## config.mk

```make
export PLATFORM = sky130hd
export DESIGN_NAME = sample_sequencer_flat
export DESIGN_NICKNAME = d
export VERILOG_FILES = /design/src/rtl/sample_sequencer_if.sv /design/src/rtl/sample_sequencer.sv /design/src/flat_wrapper.sv
export SDC_FILE = /design/constraint.sdc
export NUM_CORES = 1
export LEC_CHECK = 0
export CORE_ASPECT_RATIO = 1.4
export CORE_MARGIN = 2
export CORE_UTILIZATION = 59
export DETAILED_ROUTE_END_ITERATION = 8
export PLACE_DENSITY = 0.9
export SLEW_MARGIN = 40
export SYNTH_ARGS = -nofsm -noshare
export SYNTH_HDL_FRONTEND = slang
export SYNTH_SLANG_ARGS = --single-unit
export TNS_END_PERCENT = 20
```

## constraint.sdc

```tcl
create_clock -name clock -period 7 [get_ports clock]
set_clock_uncertainty 0.15 [all_clocks]
set_input_delay 1.4 -clock clock [delete_from_list [all_inputs] [get_ports clock]]
set_output_delay 1.4 -clock clock [all_outputs]
set_load 0.03 [all_outputs]
```

## src/rtl/sample_sequencer_if.sv

```systemverilog
// Signal bundle between the sample sequencer, the converter, the lowpass filter and the consumer.
// The slave modport is the sequencer's view; master is the environment driving it.
interface sample_sequencer_if;
   logic        enable;
   logic [17:0] adcdata;
   logic        endata;
   logic [17:0] filtin;
   logic [17:0] filtout;
   logic [17:0] dataout;
   logic        dvalid;
   logic        dready;
   logic        overflow;

   modport master (
      output enable, adcdata, filtout, dready,
      input  endata, filtin, dataout, dvalid, overflow
   );

   modport slave (
      input  enable, adcdata, filtout, dready,
      output endata, filtin, dataout, dvalid, overflow
   );
endinterface

```

## src/rtl/sample_sequencer.sv

```systemverilog
// Paces a lowpass filter with periodic strobes, captures every DECIM-th filter result
// into a 4-entry FIFO and flags dropped results with a sticky overflow bit.
module sample_sequencer #(
   parameter int unsigned SAMPLE_PERIOD = 256,
   parameter int unsigned DECIM         = 4
) (
   input logic               clock,
   input logic               reset,
   sample_sequencer_if.slave bus
);

   typedef enum logic [1:0] {StIdle, StPrime, StRun} state_e;

   localparam logic [9:0] CntLast = 10'(SAMPLE_PERIOD - 1);
   localparam logic [3:0] PhLast  = 4'(DECIM - 1);

   state_e      r_state;
   state_e      w_state_nxt;
   logic [9:0]  r_cnt;
   logic [3:0]  r_ph;
   logic        r_endata;
   logic [17:0] r_filtin;
   logic [17:0] r_mem [4];
   logic [1:0]  r_wr_ptr;
   logic [1:0]  r_rd_ptr;
   logic [2:0]  r_count;
   logic        r_overflow;

   logic        w_cnt_last;
   logic        w_active;
   logic        w_strobe;
   logic        w_capture;
   logic        w_push;
   logic        w_pop;
   logic        w_full;
   logic        w_do_push;
   logic        w_dvalid;

   assign w_cnt_last = (r_cnt == CntLast);

   always_ff @(posedge clock or negedge reset) begin
      if (!reset) begin
         r_state <= StIdle;
      end else begin
         r_state <= w_state_nxt;
      end
   end

   always_comb begin
      w_state_nxt = r_state;
      unique case (r_state)
         StIdle: begin
            if (bus.enable) w_state_nxt = StPrime;
         end
         StPrime: begin
            if (!bus.enable)     w_state_nxt = StIdle;
            else if (w_cnt_last) w_state_nxt = StRun;
         end
         StRun: begin
            if (!bus.enable) w_state_nxt = StIdle;
         end
         default: w_state_nxt = StIdle;
      endcase
   end

   // Dropping enable wins over a coincident strobe: the period is abandoned.
   always_comb begin
      w_active  = 1'b0;
      w_strobe  = 1'b0;
      w_capture = 1'b0;
      unique case (r_state)
         StPrime: begin
            w_active = bus.enable;
            w_strobe = bus.enable && w_cnt_last;
         end
         StRun: begin
            w_active  = bus.enable;
            w_strobe  = bus.enable && w_cnt_last;
            w_capture = bus.enable && w_cnt_last;
         end
         default: ;
      endcase
   end

   // Idle (and the edge that enters PRIME) keeps both counters cleared.
   always_ff @(posedge clock or negedge reset) begin
      if (!reset) begin
         r_cnt <= '0;
         r_ph  <= '0;
      end else if (!w_active) begin
         r_cnt <= '0;
         r_ph  <= '0;
      end else begin
         r_cnt <= w_strobe ? 10'd0 : r_cnt + 10'd1;
         if (w_capture) r_ph <= (r_ph == PhLast) ? 4'd0 : r_ph + 4'd1;
      end
   end

   always_ff @(posedge clock or negedge reset) begin
      if (!reset) begin
         r_endata <= 1'b0;
         r_filtin <= '0;
      end else begin
         r_endata <= w_strobe;
         if (w_strobe) r_filtin <= bus.adcdata;
      end
   end

   assign w_push    = w_capture && (r_ph == 4'd0);
   assign w_dvalid  = (r_count != 3'd0);
   assign w_full    = (r_count == 3'd4);
   assign w_pop     = w_dvalid && bus.dready;
   assign w_do_push = w_push && (!w_full || w_pop);

   always_ff @(posedge clock or negedge reset) begin
      if (!reset) begin
         for (int i = 0; i < 4; i++) r_mem[i] <= '0;
         r_wr_ptr   <= '0;
         r_rd_ptr   <= '0;
         r_count    <= '0;
         r_overflow <= 1'b0;
      end else begin
         if (w_do_push) begin
            r_mem[r_wr_ptr] <= bus.filtout;
            r_wr_ptr        <= r_wr_ptr + 2'd1;
         end
         if (w_pop) r_rd_ptr <= r_rd_ptr + 2'd1;
         case ({w_do_push, w_pop})
            2'b10:   r_count <= r_count + 3'd1;
            2'b01:   r_count <= r_count - 3'd1;
            default: ;
         endcase
         if (w_push && w_full && !w_pop) r_overflow <= 1'b1;
      end
   end

   assign bus.endata   = r_endata;
   assign bus.filtin   = r_filtin;
   assign bus.dvalid   = w_dvalid;
   assign bus.dataout  = w_dvalid ? r_mem[r_rd_ptr] : 18'd0;
   assign bus.overflow = r_overflow;

endmodule

```

## src/flat_wrapper.sv

```systemverilog
// flat-port wrapper written by rule: the top's interface ports become plain ports
module sample_sequencer_flat 
#(
   parameter int unsigned SAMPLE_PERIOD = 256,
   parameter int unsigned DECIM         = 4
)
  (clock, reset, bus_enable, bus_adcdata, bus_filtout, bus_dready, bus_endata, bus_filtin, bus_dataout, bus_dvalid, bus_overflow);
  sample_sequencer_if bus_i ();
  input logic clock;
  input logic reset;
  input wire logic [$bits(bus_i.enable)-1:0] bus_enable;
  input wire logic [$bits(bus_i.adcdata)-1:0] bus_adcdata;
  input wire logic [$bits(bus_i.filtout)-1:0] bus_filtout;
  input wire logic [$bits(bus_i.dready)-1:0] bus_dready;
  output wire logic [$bits(bus_i.endata)-1:0] bus_endata;
  output wire logic [$bits(bus_i.filtin)-1:0] bus_filtin;
  output wire logic [$bits(bus_i.dataout)-1:0] bus_dataout;
  output wire logic [$bits(bus_i.dvalid)-1:0] bus_dvalid;
  output wire logic [$bits(bus_i.overflow)-1:0] bus_overflow;
  assign bus_i.enable = bus_enable;
  assign bus_i.adcdata = bus_adcdata;
  assign bus_i.filtout = bus_filtout;
  assign bus_i.dready = bus_dready;
  assign bus_endata = bus_i.endata;
  assign bus_filtin = bus_i.filtin;
  assign bus_dataout = bus_i.dataout;
  assign bus_dvalid = bus_i.dvalid;
  assign bus_overflow = bus_i.overflow;
  sample_sequencer #(.SAMPLE_PERIOD(SAMPLE_PERIOD), .DECIM(DECIM)) u_core (.clock(clock), .reset(reset), .bus(bus_i));
endmodule
```

# Yosys cells after proc, flatten, opt, wreduce, memory -nomap -nowiden
# Index checks and enable logic that the tools add are counted.
[op_classes]
addsub = 6
order_cmp = 3
eq_ne = 11
n_mux = 21
n_bitwise = 2
n_reduce_logical = 16
[op_table]
columns = ["operator", "count"]
rows = [
  ["$bwmux W72", 1],
  ["$mux W18", 4],
  ["$bmux W18 S2", 1],
  ["$demux W18 S2", 1],
  ["$mux W10", 2],
  ["$mux W4", 3],
  ["$add A10 B1 Y10 const B", 1],
  ["$eq A10 B8 Y1 const B", 1],
  ["$mux W2", 4],
  ["$logic_and A1 B1 Y1", 7],
  ["$ge A3 B3 Y1 const B", 2],
  ["$ne A2 B2 Y1 const B", 3],
  ["$not A2 Y3", 2],
  ["$pmux W2 S3", 1],
  ["$pmux W3 S2", 1],
  ["$add A2 B1 Y2 const B", 2],
  ["$add A4 B1 Y4 const B", 1],
  ["$eq A2 B1 Y1 const B", 2],
  ["$eq A2 B2 Y1 const B", 2],
  ["$eq A4 B2 Y1 const B", 1],
  ["$logic_not A4 Y1", 1],
  ["$add A3 B1 Y3 const B", 1],
  ["$eq A3 B3 Y1 const B", 1],
  ["$lt A3 B1 Y1 const B", 1],
  ["10 further kinds", 13],
]
[word_totals]
regBits = 115
in_bits = 40
out_inout_bits = 39
word_cells = 72

# Depth between registers and ports, before layout
[depth]
ltp_word = 7
mapped_depth = 11

# Least setup slack after synthesis
# No wires, ideal clock.
[synth_path]
path_type = "input to register"
start = "input bus_dready"
end = "register u_core.r_count[2]"
setup_time_ps = 79
arrival_time_ps = 3343
setup_slack_ps = 3428
path_stages = 10
n_path_buf = 1
cell_sequence = "nor4b_1 and3b_1 buf_1 or3b_1 ha_1 inv_1 fa_1 xor2_1 nor2_1 xor2_1"
[synth_via]
elab_chain_len = 5
[synth_lines]
columns = ["item", "line_no", "source"]
rows = [
  ["from (decl)", "flat_wrapper.sv:14", "input wire logic [$bits(bus_i.dready)-1:0] bus_dready;"],
  ["$logic_and A1 B1 Y1 (*)", "sample_sequencer.sv:112", "assign w_pop = w_dvalid && bus.dready;"],
  ["$logic_or A1 B1 Y1", "sample_sequencer.sv:113", "assign w_do_push = w_push && (!w_full || w_pop);"],
  ["$logic_and A1 B1 Y1", "sample_sequencer.sv:113", ""],
  ["$eq A2 B1 Y1 or $eq A2 B2 Y1 (tied branches)", "sample_sequencer.sv:128", "case ({w_do_push, w_pop})"],
  ["$pmux W3 S2 or $reduce_bool A2 Y1 (tied branches)", "--", ""],
  ["to (signal assigned)", "sample_sequencer.sv:129", "2'b10: r_count <= r_count + 3'd1;"],
  ["to (signal assigned)", "sample_sequencer.sv:130", "2'b01: r_count <= r_count - 3'd1;"],
  ["to (decl)", "sample_sequencer.sv:26", "logic [2:0] r_count;"],
]
# Every way passes the cells marked *; elsewhere a longest branch is shown, timed or not.
# A chain may end at the register's enable or synchronous reset.

# Worst setup path in the final report
[layout_path]
start = "register u_core.r_rd_ptr[0]"
end = "output bus_dataout[17]"
[layout_via]
elab_chain_len = 5
[layout_lines]
columns = ["item", "line_no", "source"]
rows = [
  ["from (decl)", "sample_sequencer.sv:25", "logic [1:0] r_rd_ptr;"],
  ["from (signal assigned)", "sample_sequencer.sv:127", "if (w_pop) r_rd_ptr <= r_rd_ptr + 2'd1;"],
  ["$not A2 Y3 (not written as such)", "sample_sequencer.sv:140", "assign bus.dataout = w_dvalid ? r_mem[r_rd_ptr] : 18'd0;"],
  ["$bmux W18 S2", "sample_sequencer.sv:140", ""],
  ["$mux W18 (not written as such) (2 in a row)", "sample_sequencer.sv:140", ""],
  ["$mux W18", "sample_sequencer.sv:140", ""],
  ["to (decl)", "flat_wrapper.sv:17", "output wire logic [$bits(bus_i.dataout)-1:0] bus_dataout;"],
]
# Every way passes these cells. The select of a mux whose other input is x is not followed.

==> flow_summary.toml <==
[critical_path]
worstPathArrival_ns = 2.58
crit_required_ns = 5.45
r2r_cells = 10
timing.reg2reg.setup_slack_ns = 4.03
kind_of_capture_point_of_the_worst_setup_path = "output port"
critical_path_peak_fanout = 17
worst_setup_path_start_kind = "flop"
critPathKind = "reg -> out"

[power_and_ir_drop]
share_seq_of_total_power_pct = 40.5
p_comb_share_pct = 5.7
cellLeakagePower_nw = 3.29
total_switching_power_mw = 0.368
power.clock.fraction_pct = 53.9
worst_vdd_ir_mv = 0.253
powerDensity_nw_per_um2 = 244
cellInternalPower_mw = 1.32
power_switching_share_pct = 21.9

[global_routing]
grt_first_pass_wirelength_um = 18500
grt_pass1_vias = 3573
grt_antenna_before_repair = 0
grt_max_degree = 79
grt_overflow_total = 0
grt_usage_pct = 24.1

[run]
cap_violations = 0

[floorplanning]
rows = 41
die_area_um2 = 10000
dieWidth_um = 85.1
io_pins = 79
core_region_area_um2 = 8980
die-height_um = 118
floorplan.initialDensity_pct = 60.5

[synthesis]
synthesis.nets = 414
ys_seq_elements = 115
syn-instance-count = 362
synth_top_area_share_pct = 53.0
syn_area_um2 = 5430
count_of_distinct_cell_types_in_the_synthesized_netlist = 40
netlist_top_cells_area = "dfrtp_1 53%, mux2_4 11%, mux2_2 11%"
yosysSeqAreaShare_pct = 53.0
synth.yosys.warnings = 0
synth.largest_area_cell = "dfrtp_1"
syn_area_per_cell_um2 = 15.0

[route]
drc_errors = 0
first_pass_iters = 4
wl_um = 11000
drc_violation_total_after_the_first_tritonroute_iteration = 211
wirelength_per_cell_um = 19.4
via_count = 3263
vias_per_cell = 5.74
drtAntennaViolNets = 0

[clock_network]
post_cts_buffers = 0
tritoncts.num_buffers = 17
max-clock-path-buffers = 2
clk_pin_slew_worst_paths_ns = 0.05
clock-sinks = 115
clk_latency_ns = 0.41
ctsRootBufferMaster = "clkbuf_16"
cts_max_level = 4
tritoncts = "yes"
cts_resized = 0
ctsHoldBuffers = 0

[placed_design]
dp_hpwl_um = 6740
port_buffers = 78
placer_congestion = 0.728
post-place-cells = 535

[timing]
final-setup-viol-count = 0
tightestPinTransition_ns = 0.682
setup_total_negative_slack_ns = 0
finalCriticalPeriod_ns = 4.13
finalCritPeriodShare_pct = 59.0
maxClockFrequency_mhz = 242
slew-limit-headroom_pct = 54.5
hold_viol_final = 0
rsz_0062_raised_after_global_routing = "false"
timing_max_transition_violations_final = 0

[finish]
antenna_diode_instance_count = 0
drive_above_1_share_pct = 33.2
most_frequent_standard_cell_in_the_layout_excluding_fill_and_tap_cells = "dfrtp_1"
mostFrequentLayoutCells = "114 x dfrtp_1, 77 x clkdlybuf4s50_1, 51 x mux2_2"
nets = 500
areaGrowthSynthToFinish_pct = 27.3
fin_cells = 568

[status]
run_status = "finished, final reports clean"

[worst_hold_path]
worst_hold_path_type = "reg -> reg"
whs_path_depth = 1
## state kept, by name, summed over array words and instances (netlist names)
name and cells:
u_core.r_state 2, u_core.bus.filtin 18, u_core.bus.overflow 1, u_core.r_mem 72, u_core.r_wr_ptr 2, u_core.r_count 3, u_core.bus.endata 1, u_core.r_cnt 10
u_core.r_ph 4, u_core.r_rd_ptr 2
## final cells by class
type,count,area (µm²)
tap,107,134
clock buffer,19,443
clock inverter,13,184
timing repair buffer,81,805
fill,493,2070
multi-input combinational,222,2430
sequential,115,2880
inverter,11,41.3
## per-stage QoR
stage / total power, mW / instance area, µm² / util [%] / hold slack (ns) / setup slack [ns]
finish: 1.68 / 6910 / 77.0 / 0.331 / 2.87
floorplan: 0.735 / 5430 / - / 0.297 / 3.43
global placement: 0.781 / 6270 / 69.9 / 0.315 / 2.87
global route: 1.74 / 6910 / 77.0 / 0.356 / 2.77
CTS: 1.69 / 6900 / 76.9 / 0.337 / 2.84
detailed placement: 0.788 / 6280 / 69.9 / 0.310 / 2.81
## power groups by stage
stage	sequential [mW]	combinational, mW	clock (mW)
global route	0.682	0.108	0.948
floorplan	0.691	0.0438	0
CTS	0.681	0.0964	0.915
detailed placement	0.693	0.0951	0
global placement	0.692	0.0893	0
finish	0.681	0.0960	0.907
## kinds of logic after synthesis
| family | synth area share, % |
|---|---|
| AO/OA/AOI/OAI | 1.54 |
| multiplexers | 29.5 |
| buffers and inverters | 2.30 |
| adder cells (fa/ha/maj) | 2.90 |
| XOR/XNOR | 2.26 |
| AND/OR/NAND/NOR | 8.50 |
| flip-flops | 53.0 |
## final timing paths
path                                          from            endpoint
worst max-delay path            u_core.r_rd_ptr[0]     bus_dataout[17]
worst min-delay path               u_core.r_cnt[0]     u_core.r_cnt[0]
worst max register to register     u_core.r_cnt[0]   u_core.r_count[2]
worst min register to register     u_core.r_cnt[0]     u_core.r_cnt[0]
max in group asynchronous                    reset  u_core.r_rd_ptr[1]
min in group asynchronous                    reset    u_core.r_mem[51]
## per-layer routing
metal / wire length, µm / vias up / GRT usage [%]
met5: 0 / - / 0
met4: 235 / 0 / 10.1
met2: 5830 / 85 / 39.4
li1: - / 1475 / -
met3: 468 / 21 / 7.36
met1: 4510 / 1682 / 29.7
## Yosys cell counts
cell      number
or3b_1         1
or3_1          2
nor4_4         1
a31o_2         1
nand3_4        4
inv_1         11
and3b_1        1
a21oi_1        4
buf_2          1
dfrtp_1      115
o21ai_0        1
mux2i_1        2
or3b_4         1
nor2_1        16
nand3_1        8
a41o_1         1
nand2_1       10
fa_1           1
mux4_2        18
ha_1          11
a211o_1        1
mux2_2        51
nor3b_1        3
mux2_4        40
xnor2_1        9
xor2_1         5
and2_1        19
and3_1         1
a311o_1        1
buf_1          1
nor3_1         2
o31ai_1        1
o211ai_1       1
or4_1          1
a31oi_1        1
clkbuf_1       8
buf_6          4
nor4_1         1
nor2_4         1
nor4b_1        1
## critical path: stages (launching register included)
cell	delay [ns]
dfrtp_1	0.45
buf_4	0.39
mux4_2	0.56
and2_1	0.17
clkdlybuf4s50_1	0.59
(Power assumes the default switching activity.)
